<file path="config.mk">
export PLATFORM = sky130hd
export DESIGN_NAME = vga_timing_gen
export DESIGN_NICKNAME = d
export VERILOG_FILES = /design/src/rtl/vga_timing_gen.sv
export SDC_FILE = /design/constraint.sdc
export NUM_CORES = 1
export LEC_CHECK = 0
export CORE_AREA = 2 2 78 58
export CTS_BUF_LIST = sky130_fd_sc_hd__clkbuf_8
export CTS_CLUSTER_SIZE = 40
export DETAILED_ROUTE_END_ITERATION = 7
export DIE_AREA = 0 0 80 60
export PLACE_DENSITY = 0.73
export SETUP_SLACK_MARGIN = 0.2
export SKIP_LAST_GASP = 1
export SLEW_MARGIN = 20
export SYNTH_ARGS = -nofsm -noshare
export SYNTH_HDL_FRONTEND = slang
export SYNTH_SLANG_ARGS = --single-unit
export TNS_END_PERCENT = 50
</file>
<file path="constraint.sdc">
create_clock -name Clk -period 2.7 [get_ports Clk]
set_input_delay 0.54 -clock Clk [delete_from_list [all_inputs] [get_ports Clk]]
set_output_delay 0.54 -clock Clk [all_outputs]
set_load 0.03 [all_outputs]
</file>
<file path="src/rtl/vga_timing_gen.sv">
// ---------------------------------------------------------------------------
// vga_timing_gen
//
// Purpose:
//   640x480@60 Hz VGA raster timing generated from the 50 MHz system clock.
//   A Clk-rate enable (pix_en) toggles every Clk, so the pixel counters
//   advance at 25 MHz. The module publishes the current raster position
//   (DrawX/DrawY) to the renderers and takes their combinational colour
//   answer back (Red_in/Green_in/Blue_in). That colour is blanked outside
//   the visible window and forwarded, together with the syncs, to the
//   ADV7123 DAC pins.
//
// Renderer contract:
//   There is no valid/ready pair. Every Clk the renderer must present the
//   colour for the DrawX/DrawY currently on the outputs, combinationally.
//   The coordinates are not clamped during blanking, so the renderer must
//   tolerate DrawX up to H_TOTAL-1 and DrawY up to V_TOTAL-1.
//
// Configuration macro:
//   VGA_RGB_REG_EN - when defined, VGA_R/G/B, VGA_HS, VGA_VS and
//   VGA_BLANK_N pass through one output register loaded on pix_en cycles.
//   DAC outputs then lag DrawX/DrawY by exactly one pixel (2 Clk), and
//   syncs stay aligned with colour. When undefined the DAC outputs are
//   decoded combinationally from the counters.
//
// Ports:
//   Clk          in   50 MHz system clock
//   Reset        in   synchronous, active-high
//   Red_in       in 8 renderer red for current DrawX/DrawY
//   Green_in     in 8 renderer green
//   Blue_in      in 8 renderer blue
//   DrawX        out10 horizontal counter, 0..H_TOTAL-1
//   DrawY        out10 vertical counter, 0..V_TOTAL-1
//   pix_en       out  Clk-rate enable, high every other Clk
//   VGA_CLK      out  25 MHz pixel clock to DAC (same register as pix_en)
//   VGA_HS       out  horizontal sync, active-low
//   VGA_VS       out  vertical sync, active-low
//   VGA_BLANK_N  out  high inside the visible window
//   VGA_SYNC_N   out  constant 0 (sync-on-green unused)
//   VGA_R/G/B    out8 DAC colour
//   frame_start  out  one-Clk pulse on the Clk whose edge wraps to (0,0)
//   o_h_phase    out2 debug: horizontal phase (0 ACTIVE,1 FRONT,2 SYNC,3 BACK)
//   o_v_phase    out2 debug: vertical phase, same encoding
// ---------------------------------------------------------------------------
module vga_timing_gen #(
  parameter int H_VISIBLE = 640,
  parameter int H_FRONT   = 16,
  parameter int H_SYNC    = 96,
  parameter int H_BACK    = 48,
  parameter int V_VISIBLE = 480,
  parameter int V_FRONT   = 10,
  parameter int V_SYNC    = 2,
  parameter int V_BACK    = 33
) (
  input  logic       Clk,
  input  logic       Reset,
  input  logic [7:0] Red_in,
  input  logic [7:0] Green_in,
  input  logic [7:0] Blue_in,
  output logic [9:0] DrawX,
  output logic [9:0] DrawY,
  output logic       pix_en,
  output logic       VGA_CLK,
  output logic       VGA_HS,
  output logic       VGA_VS,
  output logic       VGA_BLANK_N,
  output logic       VGA_SYNC_N,
  output logic [7:0] VGA_R,
  output logic [7:0] VGA_G,
  output logic [7:0] VGA_B,
  output logic       frame_start,
  output logic [1:0] o_h_phase,
  output logic [1:0] o_v_phase
);

  localparam int H_TOTAL = H_VISIBLE + H_FRONT + H_SYNC + H_BACK;
  localparam int V_TOTAL = V_VISIBLE + V_FRONT + V_SYNC + V_BACK;

  // Phase boundaries as 10-bit constants so every counter compare is
  // width-matched.
  localparam logic [9:0] H_ACT_END  = 10'(H_VISIBLE);
  localparam logic [9:0] H_FP_END   = 10'(H_VISIBLE + H_FRONT);
  localparam logic [9:0] H_SYNC_END = 10'(H_VISIBLE + H_FRONT + H_SYNC);
  localparam logic [9:0] H_LAST     = 10'(H_TOTAL - 1);
  localparam logic [9:0] V_ACT_END  = 10'(V_VISIBLE);
  localparam logic [9:0] V_FP_END   = 10'(V_VISIBLE + V_FRONT);
  localparam logic [9:0] V_SYNC_END = 10'(V_VISIBLE + V_FRONT + V_SYNC);
  localparam logic [9:0] V_LAST     = 10'(V_TOTAL - 1);

  // The raster "state" of each axis is implied by the counter range; this
  // enum only names those ranges for the decode and the debug outputs.
  typedef enum logic [1:0] {
    PH_ACTIVE = 2'd0,
    PH_FRONT  = 2'd1,
    PH_SYNC   = 2'd2,
    PH_BACK   = 2'd3
  } phase_t;

  logic       r_pix_en;
  logic [9:0] r_hc;
  logic [9:0] r_vc;

  logic       w_h_last;
  logic       w_v_last;
  phase_t     w_h_phase;
  phase_t     w_v_phase;
  logic       w_hs_n;
  logic       w_vs_n;
  logic       w_blank_n;
  logic [7:0] w_r;
  logic [7:0] w_g;
  logic [7:0] w_b;

  assign w_h_last = (r_hc == H_LAST);
  assign w_v_last = (r_vc == V_LAST);

  // -------------------------------------------------------------------------
  // Pixel enable and raster counters. hc moves only on pix_en edges, so each
  // hc value is held for exactly two Clk. Reset forces pix_en low, which
  // puts the first counter increment on the second edge after release.
  // -------------------------------------------------------------------------
  always_ff @(posedge Clk) begin
    if (Reset) begin
      r_pix_en <= 1'b0;
      r_hc     <= 10'd0;
      r_vc     <= 10'd0;
    end else begin
      r_pix_en <= ~r_pix_en;
      if (r_pix_en) begin
        if (w_h_last) begin
          r_hc <= 10'd0;
          if (w_v_last) begin
            r_vc <= 10'd0;
          end else begin
            r_vc <= r_vc + 10'd1;
          end
        end else begin
          r_hc <= r_hc + 10'd1;
        end
      end
    end
  end

  // -------------------------------------------------------------------------
  // Phase decode per axis.
  // -------------------------------------------------------------------------
  always_comb begin
    w_h_phase = PH_ACTIVE;
    if (r_hc < H_ACT_END) begin
      w_h_phase = PH_ACTIVE;
    end else if (r_hc < H_FP_END) begin
      w_h_phase = PH_FRONT;
    end else if (r_hc < H_SYNC_END) begin
      w_h_phase = PH_SYNC;
    end else begin
      w_h_phase = PH_BACK;
    end
  end

  always_comb begin
    w_v_phase = PH_ACTIVE;
    if (r_vc < V_ACT_END) begin
      w_v_phase = PH_ACTIVE;
    end else if (r_vc < V_FP_END) begin
      w_v_phase = PH_FRONT;
    end else if (r_vc < V_SYNC_END) begin
      w_v_phase = PH_SYNC;
    end else begin
      w_v_phase = PH_BACK;
    end
  end

  assign w_hs_n    = (w_h_phase != PH_SYNC);
  assign w_vs_n    = (w_v_phase != PH_SYNC);
  assign w_blank_n = (w_h_phase == PH_ACTIVE) && (w_v_phase == PH_ACTIVE);

  // Colour gated to black whenever the beam is outside the visible window.
  always_comb begin
    w_r = 8'd0;
    w_g = 8'd0;
    w_b = 8'd0;
    if (w_blank_n) begin
      w_r = Red_in;
      w_g = Green_in;
      w_b = Blue_in;
    end
  end

  // -------------------------------------------------------------------------
  // DAC-side outputs.
  // -------------------------------------------------------------------------
`ifdef VGA_RGB_REG_EN
  logic       r_hs_n;
  logic       r_vs_n;
  logic       r_blank_n;
  logic [7:0] r_r;
  logic [7:0] r_g;
  logic [7:0] r_b;

  // Loaded on the same edge that advances hc, so the registered values
  // belong to the pixel just left: exactly one pixel of lag, with syncs and
  // colour moving together.
  always_ff @(posedge Clk) begin
    if (Reset) begin
      r_hs_n    <= 1'b1;
      r_vs_n    <= 1'b1;
      r_blank_n <= 1'b0;
      r_r       <= 8'd0;
      r_g       <= 8'd0;
      r_b       <= 8'd0;
    end else if (r_pix_en) begin
      r_hs_n    <= w_hs_n;
      r_vs_n    <= w_vs_n;
      r_blank_n <= w_blank_n;
      r_r       <= w_r;
      r_g       <= w_g;
      r_b       <= w_b;
    end
  end

  assign VGA_HS      = r_hs_n;
  assign VGA_VS      = r_vs_n;
  assign VGA_BLANK_N = r_blank_n;
  assign VGA_R       = r_r;
  assign VGA_G       = r_g;
  assign VGA_B       = r_b;
`else
  assign VGA_HS      = w_hs_n;
  assign VGA_VS      = w_vs_n;
  assign VGA_BLANK_N = w_blank_n;
  assign VGA_R       = w_r;
  assign VGA_G       = w_g;
  assign VGA_B       = w_b;
`endif

  assign DrawX      = r_hc;
  assign DrawY      = r_vc;
  assign pix_en     = r_pix_en;
  assign VGA_CLK    = r_pix_en;
  assign VGA_SYNC_N = 1'b0;

  // High during the Clk whose closing edge takes (H_LAST,V_LAST) to (0,0).
  assign frame_start = r_pix_en && w_h_last && w_v_last;

  assign o_h_phase = w_h_phase;
  assign o_v_phase = w_v_phase;

endmodule

</file>
* Word-level counts from Yosys, hierarchy flattened *
Cells that the tools add are included.

word-level totals
  input port bits = 26
  flip-flop bits (word level) = 21

cells by class
  order comparisons = 6
  equal/unequal tests = 4
  bitwise gates (word level) = 1
  add/sub/neg operators = 2
  muxes and demuxes = 11
  reduce and logical (&&, ||, !) cells = 6

operator list
  kind                   number
  $lt 10x10->1 const B   3
  $lt 10x9->1 const B    3
  $mux 8                 3
  $add 10x1->10 const B  2
  $eq 10x10->1 const B   2
  $mux 10                2
  $mux 2                 4
  $logic_not 2->1        2
  $ne 2x2->1 const B     2
  $logic_and 1x1->1      3
  $mux 1                 2
  $reduce_and 2->1       1
  $not 1->1              1

* Depth between registers and ports, before layout *
Gate-level depths: netlist of the first run.

  depth after elaboration = 7
  depth in mapped cells = 7

* Least setup slack after synthesis of the first run *
No wires, ideal clock.

  path type = reg-to-output
  start point = reg r_hc[7], in the netlist DrawX[7]
  end point = out VGA_G[5]
  setup slack = 0.240 ns
  cell stages (with the launch flop) = 6
  buffers on the path = 2
  arrival = 1.920 ns
  path through = dfxtp_1 > buf_2 > o21a_1 > nor3_1 > clkbuf_1 > and2_1

between the ends
  cells in the longest elaborated chain, start to end = 7

ends and longest elaborated chain
  element                 line  text
  from (decl)             100   logic [9:0] r_hc;
  from (signal assigned)  138   r_hc <= r_hc + 10'd1;
  $lt 10x10->1            153   end else if (r_hc < H_SYNC_END) begin
  $mux 1                  153
  $mux 2                  151   end else if (r_hc < H_FP_END) begin
  $mux 2 *                149   if (r_hc < H_ACT_END) begin
  $logic_not 2->1 *       175   assign w_blank_n = (w_h_phase == PH_ACTIVE) && (w_v_phase == PH_ACTIVE);
  $logic_and 1x1->1 *     175
  net VGA_BLANK_N         66    output logic VGA_BLANK_N,
  $mux 8 *                182   if (w_blank_n) begin
  to (decl)               69    output logic [7:0] VGA_G,

Mark *: on every way through the listed nets, which the timed path passes. The rest lies on a longest branch.

* Worst setup path in the final report of the first run *
  start point = reg r_vc[9], in the netlist DrawY[9]
  end point = out frame_start

between the ends
  cells in the longest elaborated chain, start to end = 2

ends and longest elaborated chain
  element                 line  text
  from (decl)             101   logic [9:0] r_vc;
  from (signal assigned)  135   r_vc <= r_vc + 10'd1;
  $eq 10x10->1            115   assign w_v_last = (r_vc == V_LAST);
  $logic_and 1x1->1       243   assign frame_start = r_pix_en && w_h_last && w_v_last;
  to (decl)               71    output logic frame_start,

Every way passes these cells.

==> results of run 1 <==
==> path summary, 6_finish.rpt <==
kind,depth (start not counted),from,to
setup / recovery,5,DrawY[9],frame_start
setup reg to reg,6,DrawY[1],DrawY[5]
hold / removal,2,DrawX[1],DrawX[1]
hold reg to reg,2,DrawX[1],DrawX[1]
==> state kept, by name, summed over array words and instances (netlist names) <==
name,cells
DrawY,10
VGA_CLK,1
DrawX,10
==> power groups by stage <==
| stage | clock [mW] | sequential (mW) | combinational, mW |
|---|---|---|---|
| final | 0.203 | 0.318 | 0.157 |
| after global routing | 0.228 | 0.318 | 0.165 |
| after CTS | 0.209 | 0.318 | 0.158 |
| after detailed placement | 0 | 0.325 | 0.157 |
| after global placement | 0 | 0.325 | 0.157 |
| after floorplan | 0 | 0.332 | 0.0731 |
==> area by class of cell <==
type	count	area share, %
inverters	5	0.813
clock buffers	3	1.79
well taps	55	2.98
repair buffers	95	37.0
clock inverters	1	0.217
multi-input cells	137	38.9
flip-flops and latches	21	18.2
==> placed cells by master, fill, tap and decap left out, types with 7 or more instances in the layout <==
cell type	n
buf_4	40
clkdlybuf4s50_1	52
dfxtp_1	21
nand2_1	15
and2_1	25
nor2_1	10
xnor2_1	7
nand3_1	11
==> per-layer routing <==
metal,vias to the layer above,global-route usage [%]
met2,64,25.6
met1,690,22.7
met4,0,4.60
met5,-,0
met3,4,4.23
li1,780,-
==> what timing repair did <==
action	4_1_cts	5_1_grt
gates cloned	0	1
endpoints found under the setup margin	3	7
hold buffers	0	0
resized for setup	2	5
endpoints found under the hold margin	0	0
pin swaps	0	1
==> critical path: stages, from the launching register on <==
cell and delay (ps):
dfxtp_1 430, buf_4 200, and4b_1 250, and3_1 230, nor2b_1 180, dlygate4sd2_1 420
==> per-stage QoR <==
step	power, mW	cell area (um2)
6_report	0.677	2310
5_1_grt	0.711	2310
4_1_cts	0.685	2280
3_5_place_dp	0.482	2230
3_3_place_gp	0.481	2230
2_1_floorplan	0.405	1360
==> cells by family after synthesis <==
family	count (synthesis)
buffers and inverters	15
AO/OA/AOI/OAI	28
XOR/XNOR	10
other	1
adder cells (fa/ha/maj)	3
AND/OR/NAND/NOR	94
flip-flops	21
==> tab_implementation.tex, run 1 <==
\begin{tabular}{lr}
\hline
Metric & Value \\
\hline
\multicolumn{2}{l}{\textbf{Global routing}} \\
Initial antenna violation count & 0 \\
Total global routing track utilization & 16.4\% \\
Pin count of the biggest net entering global routing & 26 \\
Vias in the first global route & $\sim$1,300 \\
Global-route wire length before repair & $\sim$6.2 mm \\
Remaining global-route overflow & 0 \\
\multicolumn{2}{l}{\textbf{Power and ir drop}} \\
Leakage Power & 0.914 nW \\
Switch share & between 20\% and 30\% \\
Clock network fraction of design power & 30.0\% \\
Proportion of power drawn by combinational gates & 23.1\% \\
Sequential group share of total power & 46.9\% \\
Net switching component of the power & roughly 0.18 mW \\
Power Dens Cells & 294 mW/mm2 \\
Pint & about 0.49 mW \\
Peak ir drop on the vdd network & slightly above 0.3 mV \\
\multicolumn{2}{l}{\textbf{Yosys}} \\
Multiplexer fraction of the synthesized cell area & 0\% \\
Fraction of the mapped netlist area in adder cells & around 2.8\% \\
Main combinational cell family by area after synthesis & simple AND/OR/NAND/NOR gates \\
Area fraction of the dominant cell type after synthesis & 31.0\% \\
Most area-consuming cells after synthesis & dfxtp\_1 31\%, and2\_1 12\%, xnor2\_1 4.5\% \\
Netlist area before placement & between 0.001 and 0.0015 mm2 \\
Total nets after synthesis & 201 \\
Most used DFF post-synth & dfxtp\_1 \\
Post-synth top area cell & dfxtp\_1 \\
Total of flip-flops plus latches after synthesis & 21 \\
Commonest cells in the netlist & 25 x and2\_1, 21 x dfxtp\_1, 15 x nand2\_1 \\
Sequential area share after synthesis & between 30\% and 40\% \\
Post-synth EDFFs & 0 \\
Mean instance size in the synthesized netlist & 7.88 um2 \\
Distinct cells, synth & 37 \\
Yosys Warn Count & 0 \\
Post-synthesis compound-gate area fraction & 15.2\% \\
Most common cell in the synthesized netlist & and2\_1 \\
Post-synthesis async set-or-reset flop share & 0\% \\
Simple logic cell fraction of the synthesized area & between 30 and 40\% \\
Fraction of synthesized cell area in xor and xnor cells & 6.46\% \\
Gate count after technology mapping & 172 \\
\multicolumn{2}{l}{\textbf{Cells and area}} \\
Total area of multi-input combinational cells & 898 um2 \\
Fill count & 400 \\
Seq. cell area & between 400 and 500 um2 \\
Antenna fix cells & 0 \\
Area growth, synth to finish & 70.3\% \\
Share of cells above drive strength 1 & 21.0\% \\
Net total in the final layout & 292 \\
Post-layout instance count excluding filler cells & between 300 and 400 \\
Post-route core utilization & 56.2\% \\
\multicolumn{2}{l}{\textbf{STA}} \\
Hold Slack & 531 ps \\
Sum of negative setup slack & 0 ps \\
Clock tree skew after final layout & approximately 7 ps \\
Clock period minus worst slack & 2500 ps \\
Hold violation count in the final report & 0 \\
Max-slew violations & 0 \\
Unrepaired setup endpoints after global routing & true \\
Final setup violation count & 0 \\
PnR worst setup slack & 198 ps \\
Max Clock Freq & approximately 400 MHz \\
Final Cycle Share & 92.7\% \\
Rel. slew slack & 66.0\% \\
Transition time at the pin with the least slew margin & 504 ps \\
\multicolumn{2}{l}{\textbf{Detailed routing}} \\
Metal3 WL & 375 um \\
Top routing layer in use & met4 \\
Per-cell via count in the routed design & 4.85 \\
Wire per inst & 12.8 um \\
Drt initial violations & 45 \\
Met2 Wirelength & 1.71 mm \\
TritonRoute pass-1 iters & 4 \\
Post-detailed-route count of antenna-violating nets & 0 \\
Post-Route M1 WL & 1.95 mm \\
Post-route DRC violation count & 0 \\
Total vias in the final route & 1,538 \\
DRT Wirelength & $\sim$4.1 mm \\
\multicolumn{2}{l}{\textbf{Clock tree}} \\
Clock-pin slew on the worst setup and hold paths & 80 ps \\
TritonCTS clock tree & built \\
Depth of the CTS H-tree & 1 \\
\# clock sinks & 21 \\
Buffer type at the clock tree root & clkbuf\_8 \\
Setup fix buffers added after clock tree synthesis & 0 \\
Clock Tree Buf Depth & 2 \\
Clock latency reported for the late side of the worst-skew pair & 260 ps \\
Clock buffer count from CTS & 3 \\
\multicolumn{2}{l}{\textbf{Critical path}} \\
Flop-to-flop setup slack & 630 ps \\
Kind of end point of the critical path & output pin \\
Worst endpoint required time & $\sim$2200 ps \\
Startpoint types & flip-flop \\
Worst path arrival time & 1960 ps \\
Setup CP Type & reg -> out \\
Largest driver fanout on the critical path & 8 \\
\multicolumn{2}{l}{\textbf{Run status}} \\
Outcome & complete, no violations \\
\multicolumn{2}{l}{\textbf{Job}} \\
Number of max-cap violations & 0 \\
\multicolumn{2}{l}{\textbf{Die}} \\
Area of the die & 0.00480 mm2 \\
Die X-Extent & 80 um \\
Top Ports & 81 \\
Starting density of the core & roughly a third \\
Area of the placeable core & roughly 0.004 mm2 \\
FP Rows & 20 \\
Height of the chip & $\sim$60 um \\
\multicolumn{2}{l}{\textbf{Place}} \\
Place WS & 93.5 ps \\
Count of port buffers added during placement & 79 \\
Placer congestion estimate & 0.812 \\
Final HPWL DP & 3.09 mm \\
Placed instance count & 312 \\
\multicolumn{2}{l}{\textbf{Min path}} \\
Worst hold-check path type & reg -> reg \\
\hline
\end{tabular}
No activity file was read; power rests on OpenSTA's default activity.
==> run 2, diff against run 1 <==
Settings changed: ABC_AREA from default to 1, CORE_AREA 2 2 78 58 to 2 2 82 60, DIE_AREA 0 0 80 60 to 0 0 84 62, PLACE_DENSITY 0.73 to 0.72.
==> tab_implementation.tex, run 2 <==
\begin{tabular}{lr}
\hline
Metric & Value \\
\hline
\multicolumn{2}{l}{\textbf{Detailed routing}} \\
Total vias in the final route & about 1,800 \\
Met2 Wirelength & roughly 1.8 mm \\
Wire per inst & 10.8 um \\
Top routing layer in use & met4 \\
TritonRoute pass-1 iters & 4 \\
Metal3 WL & 386 um \\
Post-route DRC violation count & 0 \\
Drt initial violations & 63 \\
Post-Route M1 WL & 1.98 mm \\
Post-detailed-route count of antenna-violating nets & 0 \\
Per-cell via count in the routed design & 4.50 \\
DRT Wirelength & 4.22 mm \\
\multicolumn{2}{l}{\textbf{Critical path}} \\
Largest stage delay on the critical path & 700 ps \\
Largest driver fanout on the critical path & 6 \\
Worst endpoint required time & 2160 ps \\
List of cells traversed by the critical path & nand2\_1, nor2\_1, inv\_1, a31oi\_1, clkdlybuf4s50\_1 \\
Worst path arrival time & approximately 1900 ps \\
Kind of end point of the critical path & output pin \\
Slowest cell on the critical path & clkdlybuf4s50\_1 \\
Startpoint types & flip-flop \\
Setup CP Type & reg -> out \\
\multicolumn{2}{l}{\textbf{Die}} \\
Height of the chip & 62 um \\
Area of the die & 0.00521 mm2 \\
Top Ports & slightly above 80 \\
Die X-Extent & roughly 84 um \\
Starting density of the core & 32.9\% \\
Area of the placeable core & 0.00455 mm2 \\
FP Rows & 21 \\
\multicolumn{2}{l}{\textbf{Yosys}} \\
Post-synth EDFFs & 0 \\
Post-synth top area cell & dfxtp\_1 \\
Post-synthesis async set-or-reset flop share & 0\% \\
Distinct cells, synth & 29 \\
Area fraction of the dominant cell type after synthesis & 28.1\% \\
Total of flip-flops plus latches after synthesis & 21 \\
Mean instance size in the synthesized netlist & 5.91 um2 \\
Netlist area before placement & between 0.001 and 0.0015 mm2 \\
Yosys Warn Count & 0 \\
Most area-consuming cells after synthesis & dfxtp\_1 28\%, nand2\_1 14\%, inv\_1 14\% \\
Commonest cells in the netlist & 57 x nand2\_1, 55 x inv\_1, 50 x nor2\_1 \\
Gate count after technology mapping & 253 \\
Most common cell in the synthesized netlist & nand2\_1 \\
Most used DFF post-synth & dfxtp\_1 \\
Total nets after synthesis & 282 \\
Sequential area share after synthesis & 28.1\% \\
\multicolumn{2}{l}{\textbf{Global routing}} \\
Remaining global-route overflow & 0 \\
Initial antenna violation count & 0 \\
Total global routing track utilization & 14.9\% \\
Pin count of the biggest net entering global routing & 26 \\
Vias in the first global route & 1,361 \\
Global-route wire length before repair & 6.20 mm \\
\multicolumn{2}{l}{\textbf{Cells and area}} \\
Area of all placed cells without fillers & about 0.0024 mm2 \\
Share of cells above drive strength 1 & under 10\% \\
Antenna fix cells & 0 \\
Commonest cells after routing, fill and taps aside & 57 x nand2\_1, 55 x inv\_1, 51 x clkdlybuf4s50\_1 \\
Net total in the final layout & 364 \\
Area growth, synth to finish & 61.0\% \\
Post-route core utilization & 53.0\% \\
Commonest non-fill, non-tap cell in the layout & nand2\_1 \\
Fill count & 442 \\
\multicolumn{2}{l}{\textbf{STA}} \\
Final Cycle Share & roughly nine tenths \\
Hold violation count in the final report & 0 \\
Max-slew violations & 0 \\
Unrepaired setup endpoints after global routing & true \\
Final setup violation count & 0 \\
Clock tree skew after final layout & 6.12 ps \\
Clock period minus worst slack & 2470 ps \\
Sum of negative setup slack & 0 ps \\
Max Clock Freq & around 400 MHz \\
\multicolumn{2}{l}{\textbf{Place}} \\
Placer congestion estimate & 0.883 \\
Placed standard-cell area & 0.00233 mm2 \\
Count of port buffers added during placement & between 70 and 80 \\
Final HPWL DP & 3.29 mm \\
\multicolumn{2}{l}{\textbf{Clock tree}} \\
Depth of the CTS H-tree & 1 \\
Clock-pin slew on the worst setup and hold paths & 80 ps \\
Clock buffer count from CTS & 3 \\
Buffer type at the clock tree root & clkbuf\_8 \\
Setup fix buffers added after clock tree synthesis & 0 \\
Hold-fix buffer count after cts & 0 \\
TritonCTS clock tree & built \\
\# clock sinks & 21 \\
Clock Tree Buf Depth & 2 \\
Clock latency reported for the late side of the worst-skew pair & 260 ps \\
\multicolumn{2}{l}{\textbf{Job}} \\
Number of max-cap violations & 0 \\
\multicolumn{2}{l}{\textbf{Power and ir drop}} \\
Leakage Power & 1.26 nW \\
Peak ir drop on the vdd network & 0.200 mV \\
Power Dens Cells & 284 mW/mm2 \\
\multicolumn{2}{l}{\textbf{Run status}} \\
Outcome & complete, no violations \\
\multicolumn{2}{l}{\textbf{Min path}} \\
Worst hold-check path type & reg -> reg \\
\hline
\end{tabular}
## run 2: cell types whose count changed after synthesis, sizes merged, moves of 4 or more
cell    change
and2       -25
clkbuf      -4
inv        +51
nand2      +46
nand3       +9
nor2       +42
nor2b       -4
o31ai       -5
or3         -5
xnor2       -6
## run 2: final cells by class
class	instances	area, um2	area share (%)
inverter	56	210	8.72
timing repair buffer	82	831	34.5
clock buffer	3	41.3	1.71
sequential	21	420	17.4
multi-input combinational	171	831	34.5
clock inverter	1	5.00	0.208
tap	57	71.3	2.96
## run 2: cell families after synthesis
group	after synthesis	synth area share [%]
AOI/OAI and AO/OA	17	6.52
xor gates and xnor gates	3	1.76
and+or+nand+nor	146	43.6
other	1	0.251
adders and majority gates	3	2.51
buffers and inverters	62	17.3
DFF	21	28.1
## run 2: per-stage QoR
stage / setup slack (ps) / total power [mW] / instances / hold slack [ps]
after floorplan: 337 / 0.410 / 253 / 616
after global placement: 157 / 0.491 / 386 / 496
after detailed placement: 157 / 0.492 / 386 / 508
after CTS: 46.2 / 0.697 / 390 / 522
after global routing: 112 / 0.715 / 391 / 546
final: 228 / 0.684 / 391 / 517
## run 2: layer usage
layer / vias up / track usage [%]
met5: - / 0
met4: 0 / 5.30
met3: 4 / 3.43
met2: 82 / 23.9
met1: 747 / 20.2
li1: 926 / -
## run 2: power breakdown
group	switching, mW	total [mW]	internal (mW)	leakage [nW]
sequential	0.00352	0.316	0.313	0.170
clock	0.107	0.210	0.103	0.0255
combinational	0.0844	0.158	0.0739	1.07
total	0.195	0.684	0.489	1.26
## run 2: repair_timing
action | 4_1_cts | 5_1_grt
endpoints found under the setup margin | 28 | 28
gates cloned | 0 | 1
endpoints found under the hold margin | 0 | 0
gates resized for setup | 16 | 15
## run 2: path summary, 6_finish.rpt
check,from,endpoint,slack (ps),depth (start not counted)
setup / recovery,DrawX[4],o_h_phase[0],230,5
setup reg to reg,DrawX[0],DrawY[2],1210,9
hold reg to reg,DrawX[0],DrawX[0],520,2
hold / removal,DrawX[0],DrawX[0],520,2
## run 2: critical path, delay by kind of cell, from the launching register on
kind                   cells  cell delay, ps
AO/OA/AOI/OAI              1             160
flip-flops                 1             450
buffers and inverters      2             780
AND/OR/NAND/NOR            2             290
